## config.mk

```make
export PLATFORM = sky130hd
export DESIGN_NAME = plugboard_ctrl_flat
export DESIGN_NICKNAME = d
export VERILOG_FILES = /design/src/rtl/plugboard_if.sv /design/src/rtl/plugboard_ctrl.sv /design/src/flat_wrapper.sv
export SDC_FILE = /design/constraint.sdc
export NUM_CORES = 1
export LEC_CHECK = 0
export CAP_MARGIN = 10
export CORE_MARGIN = 2
export CORE_UTILIZATION = 25
export DETAILED_ROUTE_END_ITERATION = 10
export HOLD_SLACK_MARGIN = 0.08
export PLACE_DENSITY = 0.44
export RECOVER_POWER = 50
export REMOVE_ABC_BUFFERS = 1
export SLEW_MARGIN = 40
export SYNTH_ARGS = -nofsm -noshare
export SYNTH_HDL_FRONTEND = slang
export SYNTH_SLANG_ARGS = --single-unit
```

## constraint.sdc

```tcl
create_clock -name CLOCK_50 -period 3.3 [get_ports CLOCK_50]
set_input_delay 0.33 -clock CLOCK_50 [delete_from_list [all_inputs] [get_ports CLOCK_50]]
set_output_delay 0.33 -clock CLOCK_50 [all_outputs]
set_load 0.02 [all_outputs]
```

## src/rtl/plugboard_if.sv

```systemverilog
// ---------------------------------------------------------------------------
// plugboard_if
//   Bundles the key/table-programming handshake and the plugboard letter
//   paths of plugboard_ctrl.
//
//   master (keyboard / rotor side, drives requests):
//     key_valid      1-cycle pulse, key_code is valid
//     key_code[4:0]  letter index 0..25, 26..31 illegal
//     prog_mode      1 = keys edit the pair table, 0 = keys encrypt
//     clear_all      pulse, remove every pair
//     rear_in[25:0]  one-hot letter from the rotor/reflector output
//   slave (plugboard, drives results):
//     ready               key_valid is accepted this cycle
//     front_plug_out[25:0] swapped one-hot key letter
//     front_valid         pulse when front_plug_out updates
//     rear_plug_out[25:0] swapped one-hot rear letter
//     pair_count[3:0]     pairs currently installed
//     err                 pulse on a rejected key event
// ---------------------------------------------------------------------------
interface plugboard_if;
  logic        key_valid;
  logic [4:0]  key_code;
  logic        prog_mode;
  logic        clear_all;
  logic [25:0] rear_in;
  logic        ready;
  logic [25:0] front_plug_out;
  logic        front_valid;
  logic [25:0] rear_plug_out;
  logic [3:0]  pair_count;
  logic        err;

  modport master (
    output key_valid, key_code, prog_mode, clear_all, rear_in,
    input  ready, front_plug_out, front_valid, rear_plug_out, pair_count, err
  );

  modport slave (
    input  key_valid, key_code, prog_mode, clear_all, rear_in,
    output ready, front_plug_out, front_valid, rear_plug_out, pair_count, err
  );
endinterface

```

## src/rtl/plugboard_ctrl.sv

```systemverilog
// ---------------------------------------------------------------------------
// plugboard_ctrl
//   Programmable Enigma plugboard. A 26-entry involutive swap table maps the
//   keyed letter into the rotor stage (front path) and maps the rotor stage
//   output back out (rear path). In programming mode, pairs of keys add or
//   remove a letter pair; each edit is committed over two write cycles.
//
//   Ports:
//     CLOCK_50  system clock, rising edge
//     reset     synchronous, active-high reset
//     bus       plugboard_if.slave (key handshake, letter paths, status)
//
//   Parameter:
//     MAX_PAIRS maximum simultaneous letter pairs
// ---------------------------------------------------------------------------
module plugboard_ctrl #(
  parameter int MAX_PAIRS = 10
) (
  input  logic       CLOCK_50,
  input  logic       reset,
  plugboard_if.slave bus
);

  typedef enum logic [2:0] {
    S_IDLE,
    S_PROG_FIRST,
    S_PROG_SECOND,
    S_WRITE_A,
    S_WRITE_B
  } state_t;

  state_t      r_state;
  state_t      w_next;

  logic [4:0]  r_table [26];
  logic [4:0]  r_a;          // first letter of the pair being programmed
  logic [4:0]  r_wr_a;       // entry written in WRITE_A
  logic [4:0]  r_wr_b;       // entry written in WRITE_B
  logic        r_pair;       // 1 = installing a pair, 0 = removing one
  logic [3:0]  r_pair_count;
  logic [25:0] r_front;
  logic        r_front_valid;
  logic [25:0] r_rear;
  logic        r_err;

  // Decode of the current key and the table entries it touches.
  logic        w_key_legal;
  logic [4:0]  w_key_idx;
  logic [4:0]  w_tab_a;
  logic [4:0]  w_tab_k;

  // Actions requested by the next-state logic for this cycle.
  logic        w_clear;
  logic        w_front_load;
  logic        w_err_set;
  logic        w_latch_a;
  logic        w_start_write;
  logic [4:0]  w_wr_a;
  logic [4:0]  w_wr_b;
  logic        w_pair;

  // Rear path decode.
  logic        w_rear_single;
  logic [4:0]  w_rear_idx;

  // Illegal codes are clamped to 0 so the table is never indexed out of
  // range; every use of w_key_idx is qualified by w_key_legal.
  assign w_key_legal = (bus.key_code < 5'd26);
  assign w_key_idx   = w_key_legal ? bus.key_code : 5'd0;
  assign w_tab_a     = r_table[r_a];
  assign w_tab_k     = r_table[w_key_idx];

  // ---------------------------------------------------------------------
  // FSM: state register
  // ---------------------------------------------------------------------
  // NOTE: sequential state uses non-blocking assignments so every register
  // samples pre-edge values, independent of process evaluation order.
  always_ff @(posedge CLOCK_50) begin
    if (reset) r_state <= S_IDLE;
    else       r_state <= w_next;
  end

  // ---------------------------------------------------------------------
  // FSM: next-state and action decode
  // ---------------------------------------------------------------------
  always_comb begin
    // NOTE: every signal gets a default before the case so no path leaves
    // one unassigned, which would otherwise infer a latch.
    w_next        = r_state;
    w_clear       = 1'b0;
    w_front_load  = 1'b0;
    w_err_set     = 1'b0;
    w_latch_a     = 1'b0;
    w_start_write = 1'b0;
    w_wr_a        = r_a;
    w_wr_b        = w_key_idx;
    w_pair        = 1'b0;

    case (r_state)
      S_IDLE: begin
        if (bus.clear_all) begin
          w_clear = 1'b1;
          w_next  = bus.prog_mode ? S_PROG_FIRST : S_IDLE;
        end else if (bus.prog_mode) begin
          w_next = S_PROG_FIRST;
        end else if (bus.key_valid) begin
          if (w_key_legal) w_front_load = 1'b1;
          else             w_err_set    = 1'b1;
        end
      end

      S_PROG_FIRST, S_PROG_SECOND: begin
        if (bus.clear_all) begin
          w_clear = 1'b1;
          w_next  = bus.prog_mode ? S_PROG_FIRST : S_IDLE;
        end else if (!bus.prog_mode) begin
          w_next = S_IDLE;
        end else if (bus.key_valid) begin
          if (!w_key_legal) begin
            w_err_set = 1'b1;
          end else if (r_state == S_PROG_FIRST) begin
            w_latch_a = 1'b1;
            w_next    = S_PROG_SECOND;
          end else begin
            w_next = S_PROG_FIRST;
            if (r_a == w_key_idx) begin
              // Same key twice: unplug A from its partner, if it has one.
              if (w_tab_a != r_a) begin
                w_start_write = 1'b1;
                w_wr_b        = w_tab_a;
              end
            end else if (w_tab_a == w_key_idx) begin
              // A and B are already partners: remove the pair.
              w_start_write = 1'b1;
            end else if ((w_tab_a != r_a) || (w_tab_k != w_key_idx)) begin
              w_err_set = 1'b1;
            end else if (r_pair_count == 4'(MAX_PAIRS)) begin
              w_err_set = 1'b1;
            end else begin
              w_start_write = 1'b1;
              w_pair        = 1'b1;
            end
            if (w_start_write) w_next = S_WRITE_A;
          end
        end
      end

      S_WRITE_A: w_next = S_WRITE_B;
      S_WRITE_B: w_next = S_PROG_FIRST;
      default:   w_next = S_IDLE;
    endcase
  end

  // ---------------------------------------------------------------------
  // FSM: outputs
  // ---------------------------------------------------------------------
  always_comb begin
    bus.ready = (r_state == S_IDLE) || (r_state == S_PROG_FIRST) ||
                (r_state == S_PROG_SECOND);
  end

  // ---------------------------------------------------------------------
  // Swap table, pair counter and edit bookkeeping
  // ---------------------------------------------------------------------
  // NOTE: the table is a 26-entry register file, not a RAM, so it can and
  // must be reset: identity is the only legal power-up content.
  always_ff @(posedge CLOCK_50) begin
    if (reset || w_clear) begin
      for (int i = 0; i < 26; i++) r_table[i] <= 5'(i);
      r_pair_count <= 4'd0;
    end else if (r_state == S_WRITE_A) begin
      r_table[r_wr_a] <= r_pair ? r_wr_b : r_wr_a;
    end else if (r_state == S_WRITE_B) begin
      // The table is briefly non-involutive between the two writes; the FSM
      // holds ready low so nothing but the rear path can observe it.
      r_table[r_wr_b] <= r_pair ? r_wr_a : r_wr_b;
      r_pair_count    <= r_pair ? r_pair_count + 4'd1 : r_pair_count - 4'd1;
    end
  end

  always_ff @(posedge CLOCK_50) begin
    if (reset) begin
      r_a    <= 5'd0;
      r_wr_a <= 5'd0;
      r_wr_b <= 5'd0;
      r_pair <= 1'b0;
    end else begin
      if (w_latch_a) r_a <= w_key_idx;
      if (w_start_write) begin
        r_wr_a <= w_wr_a;
        r_wr_b <= w_wr_b;
        r_pair <= w_pair;
      end
    end
  end

  // ---------------------------------------------------------------------
  // Front path: registered one-cycle pulse; output holds between keys so a
  // later table edit never rewrites an already-issued letter.
  // ---------------------------------------------------------------------
  always_ff @(posedge CLOCK_50) begin
    if (reset) begin
      r_front       <= '0;
      r_front_valid <= 1'b0;
      r_err         <= 1'b0;
    end else begin
      r_front_valid <= w_front_load;
      r_err         <= w_err_set;
      if (w_front_load) r_front <= 26'd1 << w_tab_k;
    end
  end

  // ---------------------------------------------------------------------
  // Rear path: runs every cycle regardless of FSM state.
  // ---------------------------------------------------------------------
  assign w_rear_single = (bus.rear_in != '0) &&
                         ((bus.rear_in & (bus.rear_in - 26'd1)) == '0);

  always_comb begin
    w_rear_idx = 5'd0;
    for (int i = 0; i < 26; i++) begin
      if (bus.rear_in[i]) w_rear_idx = 5'(i);
    end
  end

  always_ff @(posedge CLOCK_50) begin
    if (reset)              r_rear <= '0;
    else if (w_rear_single) r_rear <= 26'd1 << r_table[w_rear_idx];
    else                    r_rear <= '0;
  end

  assign bus.front_plug_out = r_front;
  assign bus.front_valid    = r_front_valid;
  assign bus.rear_plug_out  = r_rear;
  assign bus.pair_count     = r_pair_count;
  assign bus.err            = r_err;

endmodule

```

## src/flat_wrapper.sv

```systemverilog
// flat-port wrapper written by rule: the top's interface ports become plain ports
module plugboard_ctrl_flat 
#(
  parameter int MAX_PAIRS = 10
)
  (CLOCK_50, reset, bus_key_valid, bus_key_code, bus_prog_mode, bus_clear_all, bus_rear_in, bus_ready, bus_front_plug_out, bus_front_valid, bus_rear_plug_out, bus_pair_count, bus_err);
  plugboard_if bus_i ();
  input  logic CLOCK_50;
  input  logic reset;
  input wire logic [$bits(bus_i.key_valid)-1:0] bus_key_valid;
  input wire logic [$bits(bus_i.key_code)-1:0] bus_key_code;
  input wire logic [$bits(bus_i.prog_mode)-1:0] bus_prog_mode;
  input wire logic [$bits(bus_i.clear_all)-1:0] bus_clear_all;
  input wire logic [$bits(bus_i.rear_in)-1:0] bus_rear_in;
  output wire logic [$bits(bus_i.ready)-1:0] bus_ready;
  output wire logic [$bits(bus_i.front_plug_out)-1:0] bus_front_plug_out;
  output wire logic [$bits(bus_i.front_valid)-1:0] bus_front_valid;
  output wire logic [$bits(bus_i.rear_plug_out)-1:0] bus_rear_plug_out;
  output wire logic [$bits(bus_i.pair_count)-1:0] bus_pair_count;
  output wire logic [$bits(bus_i.err)-1:0] bus_err;
  assign bus_i.key_valid = bus_key_valid;
  assign bus_i.key_code = bus_key_code;
  assign bus_i.prog_mode = bus_prog_mode;
  assign bus_i.clear_all = bus_clear_all;
  assign bus_i.rear_in = bus_rear_in;
  assign bus_ready = bus_i.ready;
  assign bus_front_plug_out = bus_i.front_plug_out;
  assign bus_front_valid = bus_i.front_valid;
  assign bus_rear_plug_out = bus_i.rear_plug_out;
  assign bus_pair_count = bus_i.pair_count;
  assign bus_err = bus_i.err;
  plugboard_ctrl #(.MAX_PAIRS(MAX_PAIRS)) u_core (.CLOCK_50(CLOCK_50), .reset(reset), .bus(bus_i));
endmodule
```

Word-level counts from Yosys, hierarchy flattened

Memories as Yosys holds them, arrays and structs flattened. A register that Yosys moved wholly into a read port is not among the register bits.
Cells that the tools add are included.

$add $sub $neg: 3
Order comparisons: 1
Equal/unequal tests: 12
Shift-type cells: 2
Muxes and demuxes: 116
Bitwise logic cells: 3
Reduce and logical (&&, ||, !) cells: 15

Operators by type and width:

| kind                                               | number |
|---|---|
| two-way mux 5 bit                                  | 27 |
| two-way mux 1 bit                                  | 64 |
| left shift 1 x 5 -> 26 bit, first input constant   | 2 |
| two-way mux 4 bit                                  | 9 |
| two-way mux 3 bit                                  | 11 |
| bitwise AND 26 bit                                 | 1 |
| zero test 26 bit                                   | 1 |
| nonzero test 26 bit                                | 1 |
| subtractor 26 x 1 -> 26 bit, second input constant | 1 |
| case mux 3 bit (4 select lines)                    | 1 |
| == test 5 bit                                      | 2 |
| != test 5 bit                                      | 2 |
| OR reduction 5 bit                                 | 2 |
| == test 3 x 2 -> 1 bit, second input constant      | 2 |
| two-way mux 2 bit                                  | 3 |
| less-than comparator 5 bit, second input constant  | 1 |
| adder 4 x 1 -> 4 bit, second input constant        | 1 |
| == test 4 bit, second input constant               | 1 |
| logical OR 1 bit                                   | 4 |
| != test 4 x 3 -> 1 bit, second input constant      | 1 |
| != test 4 bit, second input constant               | 1 |
| OR reduction 2 bit                                 | 2 |
| subtractor 4 x 1 -> 4 bit, second input constant   | 1 |
| == test 3 x 1 -> 1 bit, second input constant      | 1 |
| 9 further kinds                                    | 10 |

Register bits: 77
Bits in writable memories: 130
Bits of input ports: 36
Output and inout port bits: 59
Logic and storage cells: 163
Memories: 1

Memories:

| memory         | words | width | read ports | clocked after Yosys merged registers in | write ports | line                 | RTL |
|---|---|---|---|---|---|---|---|
| u_core.r_table | 26    | 5     | 3          | 1                                       | 26          | plugboard_ctrl.sv:35 | `logic [4:0] r_table [26];` |

Longest topological paths before layout

Gate-level depths: netlist of the first run.
An unclocked memory read counts as a cell.

Depth in word-level cells: 27
Depth in mapped cells: 14
Depth with buffers taken out: 10

Worst setup path after synthesis of the first run

Ideal clock, no wire load.

Kind: input to register
Start point: input bus_rear_in[14]
End point: register u_core.r_rear[9] (netlist: u_core.bus.rear_plug_out[9])
Data arrival time: 3090 ps
Data required time: 3233 ps
Setup slack: 144 ps
Cell stages on the path: 10
Cell sequence: buf_6 > or4_4 > a311o_4 > a31oi_4 > mux4_1 > a221o_1 > a21oi_1 > or3_1 > nand3_1 > nor2_1

Longest elaborated chain between the ends: 14

Ends and longest elaborated chain:

| element                         | line                  | RTL |
|---|---|---|
| from (decl)                     | flat_wrapper.sv:14    | `input wire logic [$bits(bus_i.rear_in)-1:0] bus_rear_in;` |
| two-way mux 4 bit (2 in a row)  | plugboard_ctrl.sv:222 | `if (bus.rear_in[i]) w_rear_idx = 5'(i);` |
| two-way mux 5 bit (10 in a row) | plugboard_ctrl.sv:222 |  |
| memory (26 x 5 bit)             | -                     |  |
| left shift 1 x 5 -> 26 bit      | plugboard_ctrl.sv:228 | `else if (w_rear_single) r_rear <= 26'd1 << r_table[w_rear_idx];` |
| to (signal assigned)            | plugboard_ctrl.sv:228 |  |
| to (decl)                       | plugboard_ctrl.sv:43  | `logic [25:0] r_rear;` |

Parallel ways exist; a longest one is shown, timed or not.
A chain may end at the register's enable or synchronous reset.

==> results of run 1 <==
-- worst min-delay path, delay by kind of cell --
family                 cells  cell delay [ns]
AND/OR/NAND/NOR            1             0.05
buffers and inverters      2             0.36
-- through the flow --
step | instance area [um2] | hold slack [ns] | power [mW] | utilization
CTS | 19000 | 0.207 | 7.23 | 0.337
global placement | 18000 | 0.461 | 4.41 | 0.320
global route | 19600 | 0.232 | 7.49 | 0.347
floorplan | 13800 | 0.399 | 3.79 | -
finish | 19600 | 0.227 | 7.26 | 0.347
detailed placement | 18000 | 0.455 | 4.40 | 0.320
-- power by group through the flow --
stage | Sequential, mW | Combinational, mW | Clock [mW]
2_1_floorplan | 3.35 | 0.447 | 0
3_3_place_gp | 3.39 | 1.02 | 0
3_5_place_dp | 3.39 | 1.02 | 0
4_1_cts | 3.32 | 1.04 | 2.87
5_1_grt | 3.32 | 1.18 | 2.98
6_report | 3.33 | 1.11 | 2.82
-- cell type report --
class / count / area, um2
Multi-Input combinational cell: 1131 / 7600
Tap cell: 756 / 946
Inverter: 29 / 109
Clock buffer: 32 / 673
Sequential cell: 242 / 6450
Fill cell: 5750 / 36700
Clock inverter: 16 / 134
Antenna cell: 1 / 2.50
Timing Repair Buffer: 411 / 3640
-- cells in the mapped netlist, types with 17 or more instances --
library cell  count  area share
xnor2_1          18       0.011
nor3_1           23      0.0081
nand3_1          43       0.015
buf_2            26      0.0092
nor4_1           17      0.0075
a211oi_1         20       0.011
dfxtp_1          82        0.12
nor2_1          230       0.061
mux2i_1         155        0.11
a22oi_1          59       0.031
o22ai_1          17      0.0075
a21oi_1          70       0.025
nand2b_1         18      0.0079
clkbuf_1         50       0.013
inv_1            28      0.0074
nand2_1         183       0.048
edfxtp_1        160        0.34
nor2b_1          23       0.010
o21ai_0          34       0.012
-- sequential cells by signal, indices dropped and copies added (netlist names), named ones only --
| signal | flops |
|---|---|
| u_core.r_a | 5 |
| u_core.r_pair | 1 |
| u_core.r_wr_b | 5 |
| u_core.bus.pair_count | 4 |
| u_core.r_wr_a | 5 |
| u_core.bus.err | 1 |
| u_core.r_table | 160 |
| u_core.bus.rear_plug_out | 26 |
| u_core.bus.front_plug_out | 26 |
| u_core.r_state | 3 |
| u_core.bus.front_valid | 1 |
-- per-layer routing --
layer,up-vias,track usage,routed length [um]
li1,6251,-,-
met1,6748,0.279,28000
met2,518,0.337,28900
met3,85,0.0338,4300
met4,0,0.0586,1780
met5,-,0,0
-- worst min path at each step --
stage                            startpoint                             to
2_1_floorplan                         reset  u_core.bus.front_plug_out[24]
3_3_place_gp   u_core.bus.front_plug_out[8]   u_core.bus.front_plug_out[8]
3_5_place_dp   u_core.bus.front_plug_out[8]   u_core.bus.front_plug_out[8]
4_1_cts                               reset              u_core.r_state[0]
5_1_grt                               reset              u_core.r_state[0]
6_report                              reset              u_core.r_state[0]
-- cells by family (layout without fill, tap and decap cells) --
logic type | after synthesis | after routing | share of synthesized area
adders and majority gates | 3 | 3 | 0.00317
xor gates and xnor gates | 22 | 22 | 0.0136
and+or+nand+nor | 600 | 600 | 0.192
buffers and inverters | 121 | 488 | 0.0399
other | 0 | 1 | 0
DFF | 242 | 242 | 0.453
muxes | 173 | 173 | 0.132
AOI/OAI and AO/OA | 333 | 333 | 0.166
-- timing repair --
action                     in CTS  in global routing
buffers inserted                3                 24
setup endpoints to repair      13                 39
gates resized for setup        18                 69
gates cloned                    0                  6
pin swaps                       7                 27
==> impl_metrics.toml, run 1 <==
[critical_path]
end_kind = "flop"
r2r_end = "u_core.r_wr_a[0]"
crit_cells = 13
r2r_cells = 13
cp_max_fo = 7
critPathKind = "reg2reg"
critPathCapture = "u_core.r_wr_a[0]"
path_buf_inv = 3
path_delay_family = "compound AO/OA/AOI/OAI gates"
worstPathCellList = "clkbuf_16 > mux2i_2 > a22oi_2 > a21oi_4 > nor4_4 > buf_4 > xnor2_4 > o2111ai_4 > nor4_4 > o211ai_1 > buf_4 > mux2i_1 > nor2_1"
r2r_slack_ns = -0.02
cp-start-kind = "flop"
worst_path_largest_cell_delay_ns = 0.50
cp.arrival_ns = 3.75
critical_path_required_ns = 3.73
cp_slowest_cell = "dfxtp_4"

[logic_synthesis]
ys_types = 94
synthArstFlopShare = 0
ys_seq_elements = 242
synth_ff_type = "edfxtp_1"
ys_seq_area_frac = 0.453
yosysWarnings = 0
syn_inst = 1494
synth_edf_count = 160
synthesis.area_mm2 = 0.0142
avgSynthCellArea_um2 = 9.52

[layout]
syn_to_final_growth_pct = 37.5
fin_nets = 1880
drive_gt1_frac = 0.246
stdcell_count = 2618
mostFrequentLayoutCell = "buf_4"
mostFrequentLayoutCells = "buf_4, nor2_1, nand2_1"

[power_and_ir_drop]
swShare = 0.260
vdd_ir_drop_max_mv = 0.350
internal_power_mw = 5.37
p_sw_mw = 1.89
pwr-share-seq = 0.458
pwr-share-clk = 0.389
power.leakage_nw = 7.19
pwr-share-comb = 0.153
p_per_area_mw_per_mm2 = 371

[floorplan]
dieArea_mm2 = 0.0588
core_mm2 = 0.0563
fp-row-count = 87
start_util = 0.253
die-width_um = 242
ios = 95
die_h_um = 242

[sta]
rsz0062_at_grt = "true"
fin_tns_setup_ns = -0.0402
timing.fmax_ghz = 0.301
slew_headroom = 0.378
layout_min_cycle_time_ns = 3.32
slew_viol_final = 0
clock_skew_ns = 0.0232
finalSetupViolCount = 6
finalCritPeriodShare = 1.01
layout_setup_ws_ns = -0.0178
worst_pin_slew_ns = 0.932
hold_violations = 0

[detailed_routing]
drc = 0
drt_iter0_drc = 1331
vias = 13600
wl_per_cell_um = 24.1
ant_nets = 0
drt-total-wl_um = 63000
firstDrtPassIters = 6
via_per_inst = 5.20

[grt]
grt_overflow = 0
antenna_found_initial = 0
grt_max_degree = 46
grt_pass1_wl_um = 90000
grtUsageTotal = 0.206
first_global_vias = 13300

[clock_tree]
cts_root_buffer = "clkbuf_16"
cts.clk_slew.worst_paths_ns = 0.06
insertion_delay_ns = 0.56
cts_made_buffers = 26
cts_tree = "built"
clock-sinks = 242
h-tree-depth = 1
clockBufferDepth = 3
cts_hold_buf = 0

[placement]
numPlacedInstances = 2536
place_hpwl_um = 49600
place.gp.congestion = 0.976
portBuffers = 94
pre_cts_ws_ns = -0.732

[min_path]
hold_class = "in2reg"
hold_depth = 3

[flow_run]
drv_cap = 0

[run_status]
status = "complete, but fails checks"
failed_checks = "setup timing"
Note: power is estimated with default switching activity, not from simulation.
==> inputs of run 2 (changes only) <==
--- a/config.mk
+++ b/config.mk
@@ -10,10 +10,10 @@
 export CORE_UTILIZATION = 25
 export DETAILED_ROUTE_END_ITERATION = 10
 export HOLD_SLACK_MARGIN = 0.08
-export PLACE_DENSITY = 0.44
+export PLACE_DENSITY = 0.42
 export RECOVER_POWER = 50
 export REMOVE_ABC_BUFFERS = 1
-export SLEW_MARGIN = 40
+export SLEW_MARGIN = 25
 export SYNTH_ARGS = -nofsm -noshare
 export SYNTH_HDL_FRONTEND = slang
 export SYNTH_SLANG_ARGS = --single-unit
==> constraint.sdc (replaced) <==
create_clock -name CLOCK_50 -period 3.7 [get_ports CLOCK_50]
set_input_delay 0.37 -clock CLOCK_50 [delete_from_list [all_inputs] [get_ports CLOCK_50]]
set_output_delay 0.37 -clock CLOCK_50 [all_outputs]
set_load 0.02 [all_outputs]
==> run 2 against run 1 <==
Effect of this change: the run now ends clean; hold slack got worse by 0.044 ns; sequential cell count stayed put; first-iteration DRC count shrank 8.1%; non-clock buffer count shrank 100; global-route usage is 0.38 points higher; highest routed layer unchanged; count of clock-buffer cells in the layout grew 4; die area is the same; clock skew down 0.0058 ns; core utilization fell by 2.0 points; via count is 2.4% lower; cell count is 3.6% lower.
==> impl_metrics.toml, run 2 (synthesis results as in run 1) <==
[run_status]
status = "finished, final reports clean"

[layout]
largest_reg_flops = 160
mostFrequentLayoutCell = "nor2_1"
regArea_mm2 = 0.00645
fin_nets = 1783
syn_to_final_growth_pct = 29.4
fin_util = 0.327
fillers = 5822
regMostFlops = "u_core.r_table"
mostFrequentLayoutCells = "nor2_1, buf_4, nand2_1"
multi_input_area_mm2 = 0.00727
drive_gt1_frac = 0.179

[power_and_ir_drop]
power.leakage_nw = 6.62
pwr-share-clk = 0.428
p_per_area_mw_per_mm2 = 365
vdd_ir_drop_max_mv = 0.303
pwr-share-seq = 0.443
power_mw = 6.71
internal_power_mw = 4.97
swShare = 0.259
pwr-share-comb = 0.128
p_sw_mw = 1.74

[detailed_routing]
drt_iter0_drc = 1223
drt-total-wl_um = 63200
firstDrtPassIters = 5
ant_nets = 0
vias = 13300
wl_per_cell_um = 25.0
via_per_inst = 5.26
drc = 0

[clock_tree]
cts_made_buffers = 29
cts_tree = "built"
clockBufferDepth = 3
cts.clk_slew.worst_paths_ns = 0.06
h-tree-depth = 1
insertion_delay_ns = 0.57
clock-sinks = 242
cts_hold_buf = 0
cts_root_buffer = "clkbuf_16"

[sta]
hold_violations = 0
clock_skew_ns = 0.0174
slew_viol_final = 0
timing.fmax_ghz = 0.284
finalSetupViolCount = 0
layout_min_cycle_time_ns = 3.52
finalCritPeriodShare = 0.953
rsz0062_at_grt = "false"
slew_headroom = 0.284
worst_pin_slew_ns = 1.05

[floorplan]
core_mm2 = 0.0563
ios = 95
dieArea_mm2 = 0.0588
fp-row-count = 87
start_util = 0.253
die-width_um = 242
die_h_um = 242

[grt]
grt_overflow = 0
antenna_found_initial = 0
first_global_vias = 12900
grtUsageTotal = 0.210
grt_max_degree = 41
grt_pass1_wl_um = 90800

[critical_path]
r2r_cells = 14
cp.arrival_ns = 3.95
end_kind = "flop"
critPathKind = "in2reg"
cp-start-kind = "input pin"
cp_max_fo = 12
critical_path_required_ns = 4.13
r2r_slack_ns = 0.24

[min_path]
hold_depth = 2
hold_class = "in2reg"

[placement]
place_hpwl_um = 49800
place.gp.congestion = 0.975
portBuffers = 94

[flow_run]
drv_cap = 0
-- run 2: cell types whose count changed in the layout (fill, tap and decap cells not counted), sizes merged --
| cell | change |
|---|---|
| buf | -90 |
| clkbuf | -6 |
| inv | +4 |
| clkinv | -3 |
| clkdlybuf4s50 | +1 |
| clkinvlp | +1 |
| dlymetal6s2s | -1 |
-- run 2: routing by layer --
metal	wire length, um	part of all wire	track usage	vias up
met3	4010	0.063	0.0366	107
met2	28900	0.46	0.340	501
met1	28300	0.45	0.284	6596
met5	0	0	0	-
li1	-	-	-	6071
met4	2030	0.032	0.0635	0
-- run 2: layout make-up --
class,instances,share of cell area
multi-input combinational,1131,0.395
sequential,242,0.351
timing repair buffer,311,0.144
tap,756,0.0514
clock buffer,36,0.0443
clock inverter,18,0.00850
inverter,29,0.00592
antenna,1,0.000136
-- run 2: critical path, cell delays in order --
cell and delay [ns]:
clkdlybuf4s50_1 0.51, buf_4 0.17, o211ai_1 0.10, clkbuf_1 0.18, buf_4 0.18, a311o_1 0.35, a31o_2 0.24, o211ai_1 0.18
nor3_1 0.09, or4b_1 0.59, nor4_4 0.39, o211ai_1 0.13, buf_4 0.22, mux2i_1 0.17, nor2_1 0.06
-- run 2: final timing paths --
check | from | end
setup / recovery | bus_key_code[2] | u_core.r_wr_b[0]
hold / removal | reset | u_core.bus.front_plug_out[10]
setup reg to reg | flop | u_core.r_wr_b[0]
hold reg to reg | u_core.bus.front_plug_out[24] | u_core.bus.front_plug_out[24]
-- run 2: power by group through the flow --
| stage | clock network (mW) | logic [mW] | registers [mW] |
|---|---|---|---|
| after floorplan | 0 | 0.398 | 2.99 |
| after global placement | 0 | 0.845 | 3.03 |
| after detailed placement | 0 | 0.846 | 3.03 |
| after CTS | 2.93 | 0.850 | 2.97 |
| after global routing | 3.04 | 0.925 | 2.97 |
| final | 2.88 | 0.861 | 2.98 |
-- run 2: timing repair --
item                                    4_1_cts  5_1_grt
endpoints found under the setup margin        0       12
gates resized for setup                       0        4
buffers inserted                              0        1
-- run 2: stage by stage --
step                      TNS [ns]  cell area (um2)  setup WS, ns  hold slack (ns)  cells
after global placement       -6.70            17500        -0.320            0.461   2468
after CTS                        0            18400         0.169            0.159   2522
after floorplan             -30.91            13800         -1.64            0.439   1402
final                            0            18400         0.175            0.183   2524
after global routing             0            18400       0.00295            0.178   2523
after detailed placement     -8.76            17500        -0.388            0.470   2468
==> inputs of run 3 (changes only) <==
--- a/config.mk
+++ b/config.mk
@@ -9,11 +9,14 @@
 export CORE_MARGIN = 2
 export CORE_UTILIZATION = 25
 export DETAILED_ROUTE_END_ITERATION = 10
+export DONT_BUFFER_PORTS = 1
 export HOLD_SLACK_MARGIN = 0.08
-export PLACE_DENSITY = 0.42
+export PLACE_DENSITY = 0.4
 export RECOVER_POWER = 50
 export REMOVE_ABC_BUFFERS = 1
+export SKIP_CTS_REPAIR_TIMING = 1
 export SLEW_MARGIN = 25
 export SYNTH_ARGS = -nofsm -noshare
 export SYNTH_HDL_FRONTEND = slang
 export SYNTH_SLANG_ARGS = --single-unit
+export TNS_END_PERCENT = 20
==> run 3 against run 2 <==
Effect of this change: global-route usage shrank 0.65 points; design area fell by 10%; count of clock-buffer cells in the layout is 9 higher; clock skew is 0.00069 ns higher; die area unchanged; via count shrank 6.0%; sequential cell count is the same; cell count shrank 8.4%; largest cell class unchanged; largest power group unchanged.
==> impl_metrics.toml, run 3 (synthesis results as in run 1) <==
[clock_tree]
insertion_delay_ns = 0.56
cts.clk_slew.worst_paths_ns = 0.06
h-tree-depth = 1
cts_made_buffers = 28
clockBufferDepth = 3
clock-sinks = 242
cts_tree = "built"
cts_root_buffer = "clkbuf_16"

[detailed_routing]
wl_per_cell_um = 26.8
vias = 12500
drc = 0
firstDrtPassIters = 7
drt_iter0_drc = 1238
drt-total-wl_um = 61900
via_per_inst = 5.40
ant_nets = 0

[grt]
grt_overflow = 0
grtUsageTotal = 0.203
grt_pass1_wl_um = 87700
antenna_found_initial = 0
grt_max_degree = 68
first_global_vias = 12000

[layout]
num_antenna_cells = 0
syn_to_final_growth_pct = 16.3
fin_util = 0.294
mostFrequentLayoutCell = "nor2_1"
mostFrequentLayoutCells = "nor2_1, nand2_1, edfxtp_1"
largest_reg_flops = 160
drive_gt1_frac = 0.122
fillers = 5918
stdcell_count = 2311
finalInstanceArea_mm2 = 0.0165
fin_nets = 1572
regMostFlops = "u_core.r_table"

[sta]
rsz0062_at_grt = "false"
timing.hold.ws_ns = 0.0867
clock_skew_ns = 0.0181
layout_setup_ws_ns = 0.180
timing.fmax_ghz = 0.284
worst_pin_slew_ns = 1.22
layout_min_cycle_time_ns = 3.52
hold_violations = 0
slew_headroom = 0.184
slew_viol_final = 0
fin_tns_setup_ns = 0
finalCritPeriodShare = 0.951
finalSetupViolCount = 0

[placement]
dpl_cell_area_mm2 = 0.0156
numPlacedInstances = 2254
portBuffers = 0
place.gp.congestion = 0.981
pre_cts_ws_ns = 0.183
place_hpwl_um = 47400

[floorplan]
die_h_um = 242
fp-row-count = 87
core_mm2 = 0.0563
dieArea_mm2 = 0.0588
start_util = 0.253
ios = 95
die-width_um = 242

[power_and_ir_drop]
vdd_ir_drop_max_mv = 0.300
p_per_area_mw_per_mm2 = 392
power_mw = 6.48
power.leakage_nw = 5.50

[critical_path]
worst_path_largest_cell_delay_ns = 0.52
critical_path_required_ns = 4.17
r2r_slack_ns = 0.18
end_kind = "flop"
path_buf_inv = 4
path_delay_family = "simple AND/OR/NAND/NOR gates"
cp.arrival_ns = 3.99
critPathMostFrequentCell = "buf_4"
cp_max_fo = 12
r2r_end = "u_core.r_state[1]"
worstPathCellList = "buf_12 > mux2i_1 > a22oi_1 > a21oi_1 > buf_4 > nor4_1 > buf_4 > xnor2_1 > o2111ai_1 > nor4_2 > buf_4 > nand2b_1 > a211oi_1 > nor4_1"
r2r_cells = 14
cp-start-kind = "flop"
critPathKind = "reg2reg"
crit_cells = 14
critPathCapture = "u_core.r_state[1]"
cp_slowest_cell = "dfxtp_4"

[min_path]
hold_class = "in2reg"

[run_status]
status = "finished, final reports clean"

[flow_run]
drv_cap = 0
run 3: changes by cell type in the layout (fill, tap and decap cells not counted), moves of 3 or more:
cell | before | now
clkdlybuf4s50_1 | 33 | 0
buf_12 | 10 | 6
clkbuf_1 | 10 | 19
buf_4 | 197 | 80
dlygate4sd3_1 | 59 | 3
clkbuf_8 | 2 | 5
clkinv_1 | 7 | 1
run 3: report_power, final:
part           internal, mW  leakage (nW)  switching, mW
logic                 0.233          2.93          0.400
clock network          1.75         0.461           1.12
registers              2.91          2.12         0.0748
total                  4.89          5.50           1.59
run 3: worst register-to-register path, delay by kind of cell (launching register included):
kind | cells | cell delay (ns)
and+or+nand+nor | 4 | 1.20
buffers and inverters | 4 | 0.79
AOI/OAI and AO/OA | 4 | 0.62
DFF | 1 | 0.52
muxes | 1 | 0.16
xor gates and xnor gates | 1 | 0.14
run 3: metal layers:
metal | vias up | routed length, um | share of wire | GRT usage
li1 | 5631 | - | - | -
met1 | 6155 | 28100 | 0.45 | 0.286
met2 | 579 | 26600 | 0.43 | 0.310
met3 | 119 | 4670 | 0.075 | 0.0356
met4 | 0 | 2510 | 0.041 | 0.0737
met5 | - | 0 | 0 | 0
run 3: worst min-delay path by stage:
stage | from | cells after the start | endpoint
floorplan | reset | 1 | u_core.bus.front_plug_out[24]
global placement | reset | 1 | u_core.bus.front_plug_out[18]
detailed placement | reset | 1 | u_core.bus.front_valid
CTS | reset | 1 | u_core.bus.front_plug_out[16]
global route | bus_key_code[3] | 2 | flop
finish | bus_clear_all | 2 | u_core.bus.pair_count[0]
run 3: area by class of cell:
| cell class | count | area (um2) | share of cell area |
|---|---|---|---|
| clock buffer | 45 | 836 | 0.0505 |
| clock inverter | 7 | 120 | 0.00726 |
| sequential | 242 | 6450 | 0.390 |
| inverter | 29 | 109 | 0.00658 |
| tap | 756 | 946 | 0.0572 |
| timing repair buffer | 101 | 813 | 0.0492 |
| multi-input combinational | 1131 | 7260 | 0.439 |
